$ cat src/rtl/execute_stage_if.sv
// Bundle of ID-stage inputs, EX-stage forwarding controls and EX/MEM outputs for execute_stage.
// The master side drives decoded instructions; the slave side is the execute slice.
interface execute_stage_if;
    logic        hazard;
    logic        memToRegId;
    logic        regWriteId;
    logic        memWriteId;
    logic        memReadId;
    logic [3:0]  aluOpId;
    logic        aluSrcId;
    logic        regDstId;
    logic [31:0] immediateExtendedId;
    logic [4:0]  addressRsId;
    logic [4:0]  addressRtId;
    logic [4:0]  addressRdId;
    logic [31:0] dataRsId;
    logic [31:0] dataRtId;
    logic [5:0]  funcId;
    logic [1:0]  forwardingMux0Ex;
    logic [1:0]  forwardingMux1Ex;
    logic [31:0] regWriteDataWb;

    logic        memToRegMem;
    logic        regWriteMem;
    logic        memWriteMem;
    logic        memReadMem;
    logic [31:0] aluResultMem;
    logic [31:0] memWriteDataMem;
    logic [4:0]  regWriteRegisterMem;
    logic        aluResultZeroEx;
    logic [4:0]  addressRsEx;
    logic [4:0]  addressRtEx;

    modport master (
        output hazard, memToRegId, regWriteId, memWriteId, memReadId, aluOpId,
               aluSrcId, regDstId, immediateExtendedId, addressRsId, addressRtId,
               addressRdId, dataRsId, dataRtId, funcId, forwardingMux0Ex,
               forwardingMux1Ex, regWriteDataWb,
        input  memToRegMem, regWriteMem, memWriteMem, memReadMem, aluResultMem,
               memWriteDataMem, regWriteRegisterMem, aluResultZeroEx,
               addressRsEx, addressRtEx
    );

    modport slave (
        input  hazard, memToRegId, regWriteId, memWriteId, memReadId, aluOpId,
               aluSrcId, regDstId, immediateExtendedId, addressRsId, addressRtId,
               addressRdId, dataRsId, dataRtId, funcId, forwardingMux0Ex,
               forwardingMux1Ex, regWriteDataWb,
        output memToRegMem, regWriteMem, memWriteMem, memReadMem, aluResultMem,
               memWriteDataMem, regWriteRegisterMem, aluResultZeroEx,
               addressRsEx, addressRtEx
    );
endinterface

$ cat src/rtl/execute_stage.sv
// MIPS execute slice: ID/EX register, forwarding muxes + ALU, EX/MEM register.
// Define EX_FORWARDING_EN to enable the operand forwarding muxes.
module execute_stage (
    input  logic           clk,
    input  logic           reset,
    execute_stage_if.slave bus
);
    logic        ex_mem_to_reg, ex_reg_write, ex_mem_write, ex_mem_read;
    logic        ex_alu_src, ex_reg_dst;
    logic [3:0]  ex_alu_op;
    logic [31:0] ex_imm, ex_rs_data, ex_rt_data;
    logic [4:0]  ex_rs, ex_rt, ex_rd;
    logic [5:0]  ex_func;

    logic        mem_mem_to_reg, mem_reg_write, mem_mem_write, mem_mem_read;
    logic [31:0] mem_alu_result, mem_store_data;
    logic [4:0]  mem_dest;

    logic [31:0] fwd_rs, fwd_rt, op_b, alu_result;
    logic [4:0]  shamt;

    // A load-use stall turns the captured instruction into an all-zero bubble.
    always_ff @(posedge clk) begin
        if (reset || bus.hazard) begin
            ex_mem_to_reg <= 1'b0;
            ex_reg_write  <= 1'b0;
            ex_mem_write  <= 1'b0;
            ex_mem_read   <= 1'b0;
            ex_alu_src    <= 1'b0;
            ex_reg_dst    <= 1'b0;
            ex_alu_op     <= 4'd0;
            ex_imm        <= 32'd0;
            ex_rs_data    <= 32'd0;
            ex_rt_data    <= 32'd0;
            ex_rs         <= 5'd0;
            ex_rt         <= 5'd0;
            ex_rd         <= 5'd0;
            ex_func       <= 6'd0;
        end else begin
            ex_mem_to_reg <= bus.memToRegId;
            ex_reg_write  <= bus.regWriteId;
            ex_mem_write  <= bus.memWriteId;
            ex_mem_read   <= bus.memReadId;
            ex_alu_src    <= bus.aluSrcId;
            ex_reg_dst    <= bus.regDstId;
            ex_alu_op     <= bus.aluOpId;
            ex_imm        <= bus.immediateExtendedId;
            ex_rs_data    <= bus.dataRsId;
            ex_rt_data    <= bus.dataRtId;
            ex_rs         <= bus.addressRsId;
            ex_rt         <= bus.addressRtId;
            ex_rd         <= bus.addressRdId;
            ex_func       <= bus.funcId;
        end
    end

`ifdef EX_FORWARDING_EN
    always_comb begin
        case (bus.forwardingMux0Ex)
            2'b01:   fwd_rs = bus.regWriteDataWb;
            2'b10:   fwd_rs = mem_alu_result;
            default: fwd_rs = ex_rs_data;
        endcase
        case (bus.forwardingMux1Ex)
            2'b01:   fwd_rt = bus.regWriteDataWb;
            2'b10:   fwd_rt = mem_alu_result;
            default: fwd_rt = ex_rt_data;
        endcase
    end
`else
    // Forwarding controls stay on the interface so instantiations match both builds.
    logic unused_forwarding;
    assign unused_forwarding = ^{bus.forwardingMux0Ex, bus.forwardingMux1Ex, bus.regWriteDataWb};

    always_comb begin
        fwd_rs = ex_rs_data;
        fwd_rt = ex_rt_data;
    end
`endif

    assign op_b  = ex_alu_src ? ex_imm : fwd_rt;
    assign shamt = ex_imm[10:6];

    // Shifts always act on the forwarded rt value, independent of aluSrc.
    always_comb begin
        alu_result = 32'd0;
        case (ex_alu_op)
            4'b0000: alu_result = fwd_rs + op_b;
            4'b0001: alu_result = fwd_rs - op_b;
            4'b0010: begin
                case (ex_func)
                    6'b100000, 6'b100001: alu_result = fwd_rs + op_b;
                    6'b100010, 6'b100011: alu_result = fwd_rs - op_b;
                    6'b100100: alu_result = fwd_rs & op_b;
                    6'b100101: alu_result = fwd_rs | op_b;
                    6'b100110: alu_result = fwd_rs ^ op_b;
                    6'b100111: alu_result = ~(fwd_rs | op_b);
                    6'b101010: alu_result = {31'd0, $signed(fwd_rs) < $signed(op_b)};
                    6'b101011: alu_result = {31'd0, fwd_rs < op_b};
                    6'b000000: alu_result = fwd_rt << shamt;
                    6'b000010: alu_result = fwd_rt >> shamt;
                    6'b000011: alu_result = $unsigned($signed(fwd_rt) >>> shamt);
                    default:   alu_result = 32'd0;
                endcase
            end
            4'b0011: alu_result = fwd_rs & op_b;
            4'b0100: alu_result = fwd_rs | op_b;
            4'b0101: alu_result = {31'd0, $signed(fwd_rs) < $signed(op_b)};
            4'b0110: alu_result = op_b << 16;
            4'b0111: alu_result = fwd_rs ^ op_b;
            default: alu_result = 32'd0;
        endcase
    end

    always_ff @(posedge clk) begin
        if (reset) begin
            mem_mem_to_reg <= 1'b0;
            mem_reg_write  <= 1'b0;
            mem_mem_write  <= 1'b0;
            mem_mem_read   <= 1'b0;
            mem_alu_result <= 32'd0;
            mem_store_data <= 32'd0;
            mem_dest       <= 5'd0;
        end else begin
            mem_mem_to_reg <= ex_mem_to_reg;
            mem_reg_write  <= ex_reg_write;
            mem_mem_write  <= ex_mem_write;
            mem_mem_read   <= ex_mem_read;
            mem_alu_result <= alu_result;
            mem_store_data <= fwd_rt;
            mem_dest       <= ex_reg_dst ? ex_rd : ex_rt;
        end
    end

    assign bus.memToRegMem         = mem_mem_to_reg;
    assign bus.regWriteMem         = mem_reg_write;
    assign bus.memWriteMem         = mem_mem_write;
    assign bus.memReadMem          = mem_mem_read;
    assign bus.aluResultMem        = mem_alu_result;
    assign bus.memWriteDataMem     = mem_store_data;
    assign bus.regWriteRegisterMem = mem_dest;
    assign bus.aluResultZeroEx     = (alu_result == 32'd0);
    assign bus.addressRsEx         = ex_rs;
    assign bus.addressRtEx         = ex_rt;
endmodule

$ cat src/flat_wrapper.sv
// flat-port wrapper written by rule: the top's interface ports become plain ports
module execute_stage_flat 
  (clk, reset, bus_hazard, bus_memToRegId, bus_regWriteId, bus_memWriteId, bus_memReadId, bus_aluOpId, bus_aluSrcId, bus_regDstId, bus_immediateExtendedId, bus_addressRsId, bus_addressRtId, bus_addressRdId, bus_dataRsId, bus_dataRtId, bus_funcId, bus_forwardingMux0Ex, bus_forwardingMux1Ex, bus_regWriteDataWb, bus_memToRegMem, bus_regWriteMem, bus_memWriteMem, bus_memReadMem, bus_aluResultMem, bus_memWriteDataMem, bus_regWriteRegisterMem, bus_aluResultZeroEx, bus_addressRsEx, bus_addressRtEx);
  execute_stage_if bus_i ();
  input  logic clk;
  input  logic reset;
  input wire logic [$bits(bus_i.hazard)-1:0] bus_hazard;
  input wire logic [$bits(bus_i.memToRegId)-1:0] bus_memToRegId;
  input wire logic [$bits(bus_i.regWriteId)-1:0] bus_regWriteId;
  input wire logic [$bits(bus_i.memWriteId)-1:0] bus_memWriteId;
  input wire logic [$bits(bus_i.memReadId)-1:0] bus_memReadId;
  input wire logic [$bits(bus_i.aluOpId)-1:0] bus_aluOpId;
  input wire logic [$bits(bus_i.aluSrcId)-1:0] bus_aluSrcId;
  input wire logic [$bits(bus_i.regDstId)-1:0] bus_regDstId;
  input wire logic [$bits(bus_i.immediateExtendedId)-1:0] bus_immediateExtendedId;
  input wire logic [$bits(bus_i.addressRsId)-1:0] bus_addressRsId;
  input wire logic [$bits(bus_i.addressRtId)-1:0] bus_addressRtId;
  input wire logic [$bits(bus_i.addressRdId)-1:0] bus_addressRdId;
  input wire logic [$bits(bus_i.dataRsId)-1:0] bus_dataRsId;
  input wire logic [$bits(bus_i.dataRtId)-1:0] bus_dataRtId;
  input wire logic [$bits(bus_i.funcId)-1:0] bus_funcId;
  input wire logic [$bits(bus_i.forwardingMux0Ex)-1:0] bus_forwardingMux0Ex;
  input wire logic [$bits(bus_i.forwardingMux1Ex)-1:0] bus_forwardingMux1Ex;
  input wire logic [$bits(bus_i.regWriteDataWb)-1:0] bus_regWriteDataWb;
  output wire logic [$bits(bus_i.memToRegMem)-1:0] bus_memToRegMem;
  output wire logic [$bits(bus_i.regWriteMem)-1:0] bus_regWriteMem;
  output wire logic [$bits(bus_i.memWriteMem)-1:0] bus_memWriteMem;
  output wire logic [$bits(bus_i.memReadMem)-1:0] bus_memReadMem;
  output wire logic [$bits(bus_i.aluResultMem)-1:0] bus_aluResultMem;
  output wire logic [$bits(bus_i.memWriteDataMem)-1:0] bus_memWriteDataMem;
  output wire logic [$bits(bus_i.regWriteRegisterMem)-1:0] bus_regWriteRegisterMem;
  output wire logic [$bits(bus_i.aluResultZeroEx)-1:0] bus_aluResultZeroEx;
  output wire logic [$bits(bus_i.addressRsEx)-1:0] bus_addressRsEx;
  output wire logic [$bits(bus_i.addressRtEx)-1:0] bus_addressRtEx;
  assign bus_i.hazard = bus_hazard;
  assign bus_i.memToRegId = bus_memToRegId;
  assign bus_i.regWriteId = bus_regWriteId;
  assign bus_i.memWriteId = bus_memWriteId;
  assign bus_i.memReadId = bus_memReadId;
  assign bus_i.aluOpId = bus_aluOpId;
  assign bus_i.aluSrcId = bus_aluSrcId;
  assign bus_i.regDstId = bus_regDstId;
  assign bus_i.immediateExtendedId = bus_immediateExtendedId;
  assign bus_i.addressRsId = bus_addressRsId;
  assign bus_i.addressRtId = bus_addressRtId;
  assign bus_i.addressRdId = bus_addressRdId;
  assign bus_i.dataRsId = bus_dataRsId;
  assign bus_i.dataRtId = bus_dataRtId;
  assign bus_i.funcId = bus_funcId;
  assign bus_i.forwardingMux0Ex = bus_forwardingMux0Ex;
  assign bus_i.forwardingMux1Ex = bus_forwardingMux1Ex;
  assign bus_i.regWriteDataWb = bus_regWriteDataWb;
  assign bus_memToRegMem = bus_i.memToRegMem;
  assign bus_regWriteMem = bus_i.regWriteMem;
  assign bus_memWriteMem = bus_i.memWriteMem;
  assign bus_memReadMem = bus_i.memReadMem;
  assign bus_aluResultMem = bus_i.aluResultMem;
  assign bus_memWriteDataMem = bus_i.memWriteDataMem;
  assign bus_regWriteRegisterMem = bus_i.regWriteRegisterMem;
  assign bus_aluResultZeroEx = bus_i.aluResultZeroEx;
  assign bus_addressRsEx = bus_i.addressRsEx;
  assign bus_addressRtEx = bus_i.addressRtEx;
  execute_stage u_core (.clk(clk), .reset(reset), .bus(bus_i));
endmodule
$ cat config.mk
export PLATFORM = sky130hd
export DESIGN_NAME = execute_stage_flat
export DESIGN_NICKNAME = d
export VERILOG_FILES = /design/src/rtl/execute_stage_if.sv /design/src/rtl/execute_stage.sv /design/src/flat_wrapper.sv
export SDC_FILE = /design/constraint.sdc
export NUM_CORES = 1
export LEC_CHECK = 0
export CAP_MARGIN = 20
export CORE_UTILIZATION = 45
export CTS_CLUSTER_DIAMETER = 30
export DETAILED_ROUTE_END_ITERATION = 10
export PLACE_DENSITY = 0.7
export SLEW_MARGIN = 0
export SYNTH_ARGS = -nofsm -noshare
export SYNTH_HDL_FRONTEND = slang
export SYNTH_SLANG_ARGS = --single-unit
$ cat constraint.sdc
create_clock -name clk -period 5.85 [get_ports clk]
set_clock_uncertainty 0.05 [all_clocks]
set_input_delay 1.17 -clock clk [delete_from_list [all_inputs] [get_ports clk]]
set_output_delay 1.17 -clock clk [all_outputs]
set_load 0.02 [all_outputs]
==> impl_metrics.py, run 1 <==
metrics = {
    "yosys": {
        "synth-edff-count": 0,
        "synth_compound_area_frac": 0.238,
        "synth_ff_type": "dfxtp_1",
        "muxShareOfSynthArea": 0.159,
        "yosys.area_share.simple": 0.210,
        "syn-num-nets": 2468,
        "ys_async_sr_fraction": 0,
        "synth_area_um2": 17700,
        "synth_top_area_cell": "dfxtp_1",
        "synth_top_family_by_area": "compound AO/OA/AOI/OAI gates",
        "synth_xor_xnor_area_share": 0.0278,
        "synth.most_common_cell": "dfxtp_1",
        "yosys-top-cells-area": "dfxtp_1 23%, mux2i_1 7.8%, ha_1 6.9%",
        "netlist_instances": 2202,
        "synth_fa_ha_area_frac": 0.0716,
        "synthTopCellsByCount": "200 x dfxtp_1, 181 x nor2_1, 153 x and2_1",
        "yosys_warnings": 0,
        "synth_top_area_frac": 0.227,
        "synth-seq-cells": 200,
        "synth.distinct_cells": 91,
        "ys_seq_area_frac": 0.227,
        "syn_area_per_cell_um2": 8.03,
    },
    "pwr": {
        "switching_share": 0.369,
        "p_clk_frac": 0.293,
        "p_total_mw": 4.35,
        "power.density_nw_per_um2": 179,
        "ir_worst_vdd_uv": 272,
        "pwr-share-seq": 0.338,
        "comb_power_share": 0.369,
        "leakage_nw": 9.79,
        "switchingPower_mw": 1.60,
        "p_int_mw": 2.74,
    },
    "floorplanning": {
        "core_um2": 38700,
        "pin_count": 250,
        "dieWidth_um": 200,
        "floorplan.initialDensity": 0.456,
        "die_h_um": 200,
        "die_area_um2": 40100,
        "rows": 72,
    },
    "clock_network": {
        "cts-root-buf": "clkbuf_16",
        "cts_tree": "yes",
        "clkLatencyLatePin_ns": 0.53,
        "cts_made_buffers": 17,
        "clockBufferDepth": 2,
        "cts_max_level": 4,
        "cts_sinks": 200,
        "postCtsHoldBufs": 0,
        "path_clk_slew_ns": 0.09,
    },
    "critical_path": {
        "timing.rr.start": "u_core.ex_alu_src$_SDFF_PP0_",
        "crit_path_start_kind": "register",
        "reg2reg_slack_ns": 1.38,
        "reg2reg_depth": 20,
        "path_max_fanout": 8,
        "end_kind": "output port",
        "arrival_ns": 5.16,
        "critical_path_class": "register to output port",
        "reg2reg_to": "u_core.bus.aluResultMem[29]$_SDFF_PP0_",
        "cp.required_ns": 4.63,
    },
    "grt": {
        "grtUsageTotal": 0.420,
        "grt_first_pass_wirelength_um": 125000,
        "antenna_found_initial": 1,
        "first_global_vias": 19300,
        "grt_max_degree": 72,
        "grt.overflow.total": 0,
    },
    "timing": {
        "rsz0062_at_grt": "true",
        "slew_violations": 0,
        "max_freq_mhz": 157,
        "tns_ns": -0.526,
        "worst_pin_slew_ns": 1.17,
        "setup_slack_ns": -0.526,
        "finalSetupViolCount": 1,
        "relSlewSlack": 0.200,
        "whs_ns": 0.402,
        "finalCriticalPeriod_ns": 6.38,
        "hold_viol": 0,
        "period_share": 1.09,
    },
    "flow_run": {
        "maxCapViolations": 0,
    },
    "drt": {
        "drt_iter0_markers": 2451,
        "first_pass_iters": 8,
        "vias_per_cell": 6.27,
        "wl_per_cell_um": 26.7,
        "vias": 20200,
        "ant_nets": 0,
        "drc": 0,
        "drt-total-wl_um": 86000,
    },
    "run_status": {
        "violations": "setup timing",
        "outcome": "finished with violations",
    },
    "final_layout": {
        "num-nets-final": 2955,
        "fillers": 3349,
        "finalNonFillerCells": 3221,
        "area_growth_pct": 37.7,
        "finish.utilization": 0.628,
        "drive_above_1_share": 0.249,
    },
    "hold_path": {
        "min_path_type": "register to register",
        "hold_end": "u_core.bus.memWriteMem$_SDFF_PP0_",
        "hp-start": "u_core.ex_mem_write$_SDFF_PP0_",
        "whs_path_depth": 1,
    },
    "placement": {
        "place_congestion": 1.08,
        "port_buffers": 213,
        "dp_cells": 3176,
        "hpwlAfterDp_um": 68500,
    },
}
-- metrics by stage --
stage	area [um2]	worst slack (ns)
after floorplan	17700	0.0363
after global placement	23200	-0.230
after detailed placement	23200	-0.316
after CTS	24100	-0.548
after global routing	24300	-0.676
final	24300	-0.526
-- power by group through the flow --
stage	Clock, mW	Combinational, mW	Sequential [mW]
2_1_floorplan	0	0.736	1.51
3_3_place_gp	0	1.47	1.50
3_5_place_dp	0	1.48	1.50
4_1_cts	1.30	1.52	1.47
5_1_grt	1.34	1.67	1.48
6_report	1.27	1.60	1.47
-- critical path: stages (launching register included) --
cell	delay, ns
dfxtp_4	0.41
buf_12	0.15
mux2_4	0.36
inv_4	0.08
ha_4	0.20
or4_4	0.51
a31o_4	0.24
a311oi_4	0.31
buf_4	0.20
a211oi_4	0.07
o41a_1	0.45
buf_4	0.17
xnor2_2	0.14
o211a_1	0.19
nand4_1	0.11
nor4_2	0.23
buf_4	0.16
nand4_1	0.18
nor4_4	0.28
buf_4	0.19
-- cell usage in the layout (no fill, tap or decap), drive strengths merged, types with 24 or more instances in the layout --
master / netlist / final
buf: 51 / 453
clkdlybuf4s50: 0 / 211
dfxtp: 200 / 200
nor2: 181 / 181
and2: 154 / 154
mux2i: 137 / 137
a21oi: 133 / 133
nand2: 122 / 122
inv: 104 / 112
ha: 98 / 98
o21ai: 89 / 89
nor2b: 52 / 52
xnor2: 49 / 49
nand3: 48 / 48
mux4: 45 / 45
nor3: 44 / 44
mux2: 38 / 38
o22ai: 36 / 36
o211ai: 35 / 35
a211oi: 34 / 34
nand2b: 29 / 29
a31oi: 26 / 26
a21o: 24 / 24
-- layout make-up --
cell class	instances	area, um2	share of cell area
flip-flops and latches	200	4020	0.165
diodes	1	2.50	0.000103
multi-input cells	1700	13000	0.534
clock buffers	17	425	0.0175
repair buffers	664	5640	0.232
inverters	106	403	0.0166
clock inverters	15	210	0.00864
well taps	518	648	0.0266
-- layer usage --
metal  vias to the layer above  track usage  part of all wire
li1                       9013            -                 -
met1                      9752        0.553              0.41
met2                      1215        0.629              0.43
met3                       229        0.106              0.10
met4                         2        0.222             0.058
met5                         -            0           0.00010
-- worst max-delay path by stage --
stage                                  from                  end  depth (start not counted)
2_1_floorplan   u_core.ex_imm[7]$_SDFF_PP0_  bus_aluResultZeroEx                         19
3_3_place_gp   u_core.ex_alu_src$_SDFF_PP0_  bus_aluResultZeroEx                         20
3_5_place_dp   u_core.ex_alu_src$_SDFF_PP0_  bus_aluResultZeroEx                         20
4_1_cts        u_core.ex_alu_src$_SDFF_PP0_  bus_aluResultZeroEx                         18
5_1_grt        u_core.ex_alu_src$_SDFF_PP0_  bus_aluResultZeroEx                         19
6_report       u_core.ex_alu_src$_SDFF_PP0_  bus_aluResultZeroEx                         19
-- cell families (layout without fill, tap and decap cells) --
logic type | Yosys count | after routing
xor gates and xnor gates | 56 | 56
muxes | 220 | 220
DFF | 200 | 200
adders and majority gates | 100 | 100
AOI/OAI and AO/OA | 601 | 601
buffers and inverters | 302 | 802
other | 0 | 1
and+or+nand+nor | 723 | 723
-- timing repair --
item                                    in CTS  in global routing
endpoints found under the setup margin       1                  1
gates resized for setup                     50                 38
buffers inserted                             8                  4
pin swaps                                   19                 22
Note: power is estimated with default switching activity, not from simulation.
==> run 2: changes to the inputs <==
Settings changed: CORE_MARGIN from default to 4.
==> run 2 against run 1 <==
Die area is 6.1% higher. Register-to-register slack improved by 0.04 ns. Sequential power about the same. Critical path type unchanged. First-iteration DRC count increased by 6.7%. Critical path depth is the same. The flow still finishes with violations (setup timing). Setup slack got worse by 0.0071 ns.
==> impl_metrics.py, run 2 (same netlist as run 1, synthesis figures left out) <==
metrics = {
    "run_status": {
        "outcome": "finished with violations",
        "violations": "setup timing",
    },
    "grt": {
        "first_global_vias": 19500,
        "grt_first_pass_wirelength_um": 125000,
        "antenna_found_initial": 2,
        "grt.overflow.total": 0,
        "grt_max_degree": 128,
        "grtUsageTotal": 0.394,
    },
    "clock_network": {
        "cts_made_buffers": 17,
        "cts-root-buf": "clkbuf_16",
        "clockBufferDepth": 2,
        "path_clk_slew_ns": 0.09,
        "cts_sinks": 200,
        "postCtsHoldBufs": 0,
        "clkLatencyLatePin_ns": 0.53,
        "cts_max_level": 4,
        "cts_tree": "yes",
    },
    "pwr": {
        "switching_share": 0.368,
        "power.density_nw_per_um2": 178,
        "leakage_nw": 9.80,
        "p_int_mw": 2.74,
        "switchingPower_mw": 1.60,
        "comb_power_share": 0.365,
        "ir_worst_vdd_uv": 285,
        "p_clk_frac": 0.295,
        "pwr-share-seq": 0.340,
    },
    "floorplanning": {
        "dieWidth_um": 206,
        "core_um2": 38700,
        "floorplan.initialDensity": 0.456,
        "die_area_um2": 42500,
        "rows": 72,
        "die_h_um": 206,
        "pin_count": 250,
    },
    "drt": {
        "drt-total-wl_um": 85200,
        "vias": 20200,
        "drc": 0,
        "first_pass_iters": 6,
        "wl_per_cell_um": 26.5,
        "drt_iter0_markers": 2616,
        "ant_nets": 0,
        "vias_per_cell": 6.27,
    },
    "placement": {
        "place_congestion": 1.10,
        "post-place-ws_ns": -0.383,
        "hpwlAfterDp_um": 67500,
        "place_area_um2": 23100,
        "port_buffers": 213,
    },
    "final_layout": {
        "antenna_cells": 0,
        "drive_above_1_share": 0.250,
        "layout_common_cells": "439 x buf_4, 211 x clkdlybuf4s50_1, 192 x dfxtp_1",
        "layout_commonest_cell": "buf_4",
        "num-nets-final": 2956,
        "final_area_um2": 24300,
        "area_growth_pct": 37.7,
    },
    "timing": {
        "setup_slack_ns": -0.533,
        "rsz0062_at_grt": "true",
        "max_freq_mhz": 157,
        "relSlewSlack": 0.312,
        "period_share": 1.09,
        "hold_viol": 0,
        "worst_pin_slew_ns": 1.03,
        "slew_violations": 0,
        "finalSetupViolCount": 1,
        "finalCriticalPeriod_ns": 6.38,
    },
    "critical_path": {
        "critical_path_class": "register to output port",
        "reg2reg_depth": 17,
        "end_kind": "output port",
        "crit_path_start_kind": "register",
        "arrival_ns": 5.16,
        "path_max_fanout": 8,
        "cp.required_ns": 4.63,
    },
    "flow_run": {
        "maxCapViolations": 0,
    },
    "hold_path": {
        "whs_path_depth": 1,
        "min_path_type": "register to register",
    },
}
run 2: final timing paths:
path	from	endpoint	slack [ns]
setup / recovery	u_core.ex_alu_src$_SDFF_PP0_	bus_aluResultZeroEx	-0.53
setup reg to reg	u_core.ex_alu_src$_SDFF_PP0_	u_core.bus.aluResultMem[31]$_SDFF_PP0_	1.42
hold / removal	u_core.ex_mem_read$_SDFF_PP0_	u_core.bus.memReadMem$_SDFF_PP0_	0.40
hold reg to reg	u_core.ex_mem_read$_SDFF_PP0_	u_core.bus.memReadMem$_SDFF_PP0_	0.40
run 2: what timing repair did:
| action | 4_1_cts | 5_1_grt |
|---|---|---|
| setup buffers | 7 | 6 |
| setup endpoints to repair | 1 | 1 |
| gates resized for setup | 41 | 58 |
| pin swaps | 16 | 29 |
run 2: area by class of cell:
| cell class | count | area, um2 |
|---|---|---|
| multi-input combinational | 1700 | 13000 |
| timing repair buffer | 665 | 5630 |
| tap | 518 | 648 |
| inverter | 106 | 403 |
| sequential | 200 | 4020 |
| fill | 3410 | 14400 |
| clock inverter | 15 | 216 |
| clock buffer | 17 | 425 |
run 2: metal layers:
metal	GRT usage	share of wire	wire, um
met5	0	0	0
met4	0.225	0.065	5560
met3	0.101	0.11	9350
met2	0.584	0.42	36200
met1	0.520	0.40	34100
run 2: power by group through the flow:
| stage | Sequential, mW | Combinational [mW] | Clock [mW] |
|---|---|---|---|
| finish | 1.47 | 1.59 | 1.28 |
| global route | 1.48 | 1.66 | 1.35 |
| CTS | 1.47 | 1.50 | 1.31 |
| detailed placement | 1.50 | 1.47 | 0 |
| global placement | 1.50 | 1.46 | 0 |
| floorplan | 1.51 | 0.736 | 0 |
run 2: stage by stage:
stage                     instances  total power, mW  utilization  setup TNS [ns]  hold slack, ns
after CTS                      3215             4.29        0.620          -0.535           0.401
after global routing           3221             4.49        0.628          -0.698           0.414
final                          3221             4.34        0.628          -0.533           0.402
after global placement         3175             2.95        0.597          -0.297           0.367
after floorplan                2202             2.25            -               0           0.364
after detailed placement       3176             2.97        0.597          -0.383           0.381
run 2: critical path, stage by stage (launching register included):
cell      delay [ns]
dfxtp_4         0.41
buf_12          0.16
mux2_4          0.34
inv_2           0.07
ha_1            0.25
or4_4           0.49
a31o_4          0.24
a311oi_2        0.23
buf_4           0.17
buf_6           0.11
a211oi_4        0.06
o41a_1          0.50
xnor2_1         0.22
o211a_1         0.21
nand4_1         0.11
nor4_2          0.27
buf_4           0.17
nand4_1         0.15
nor4_4          0.29
buf_4           0.19
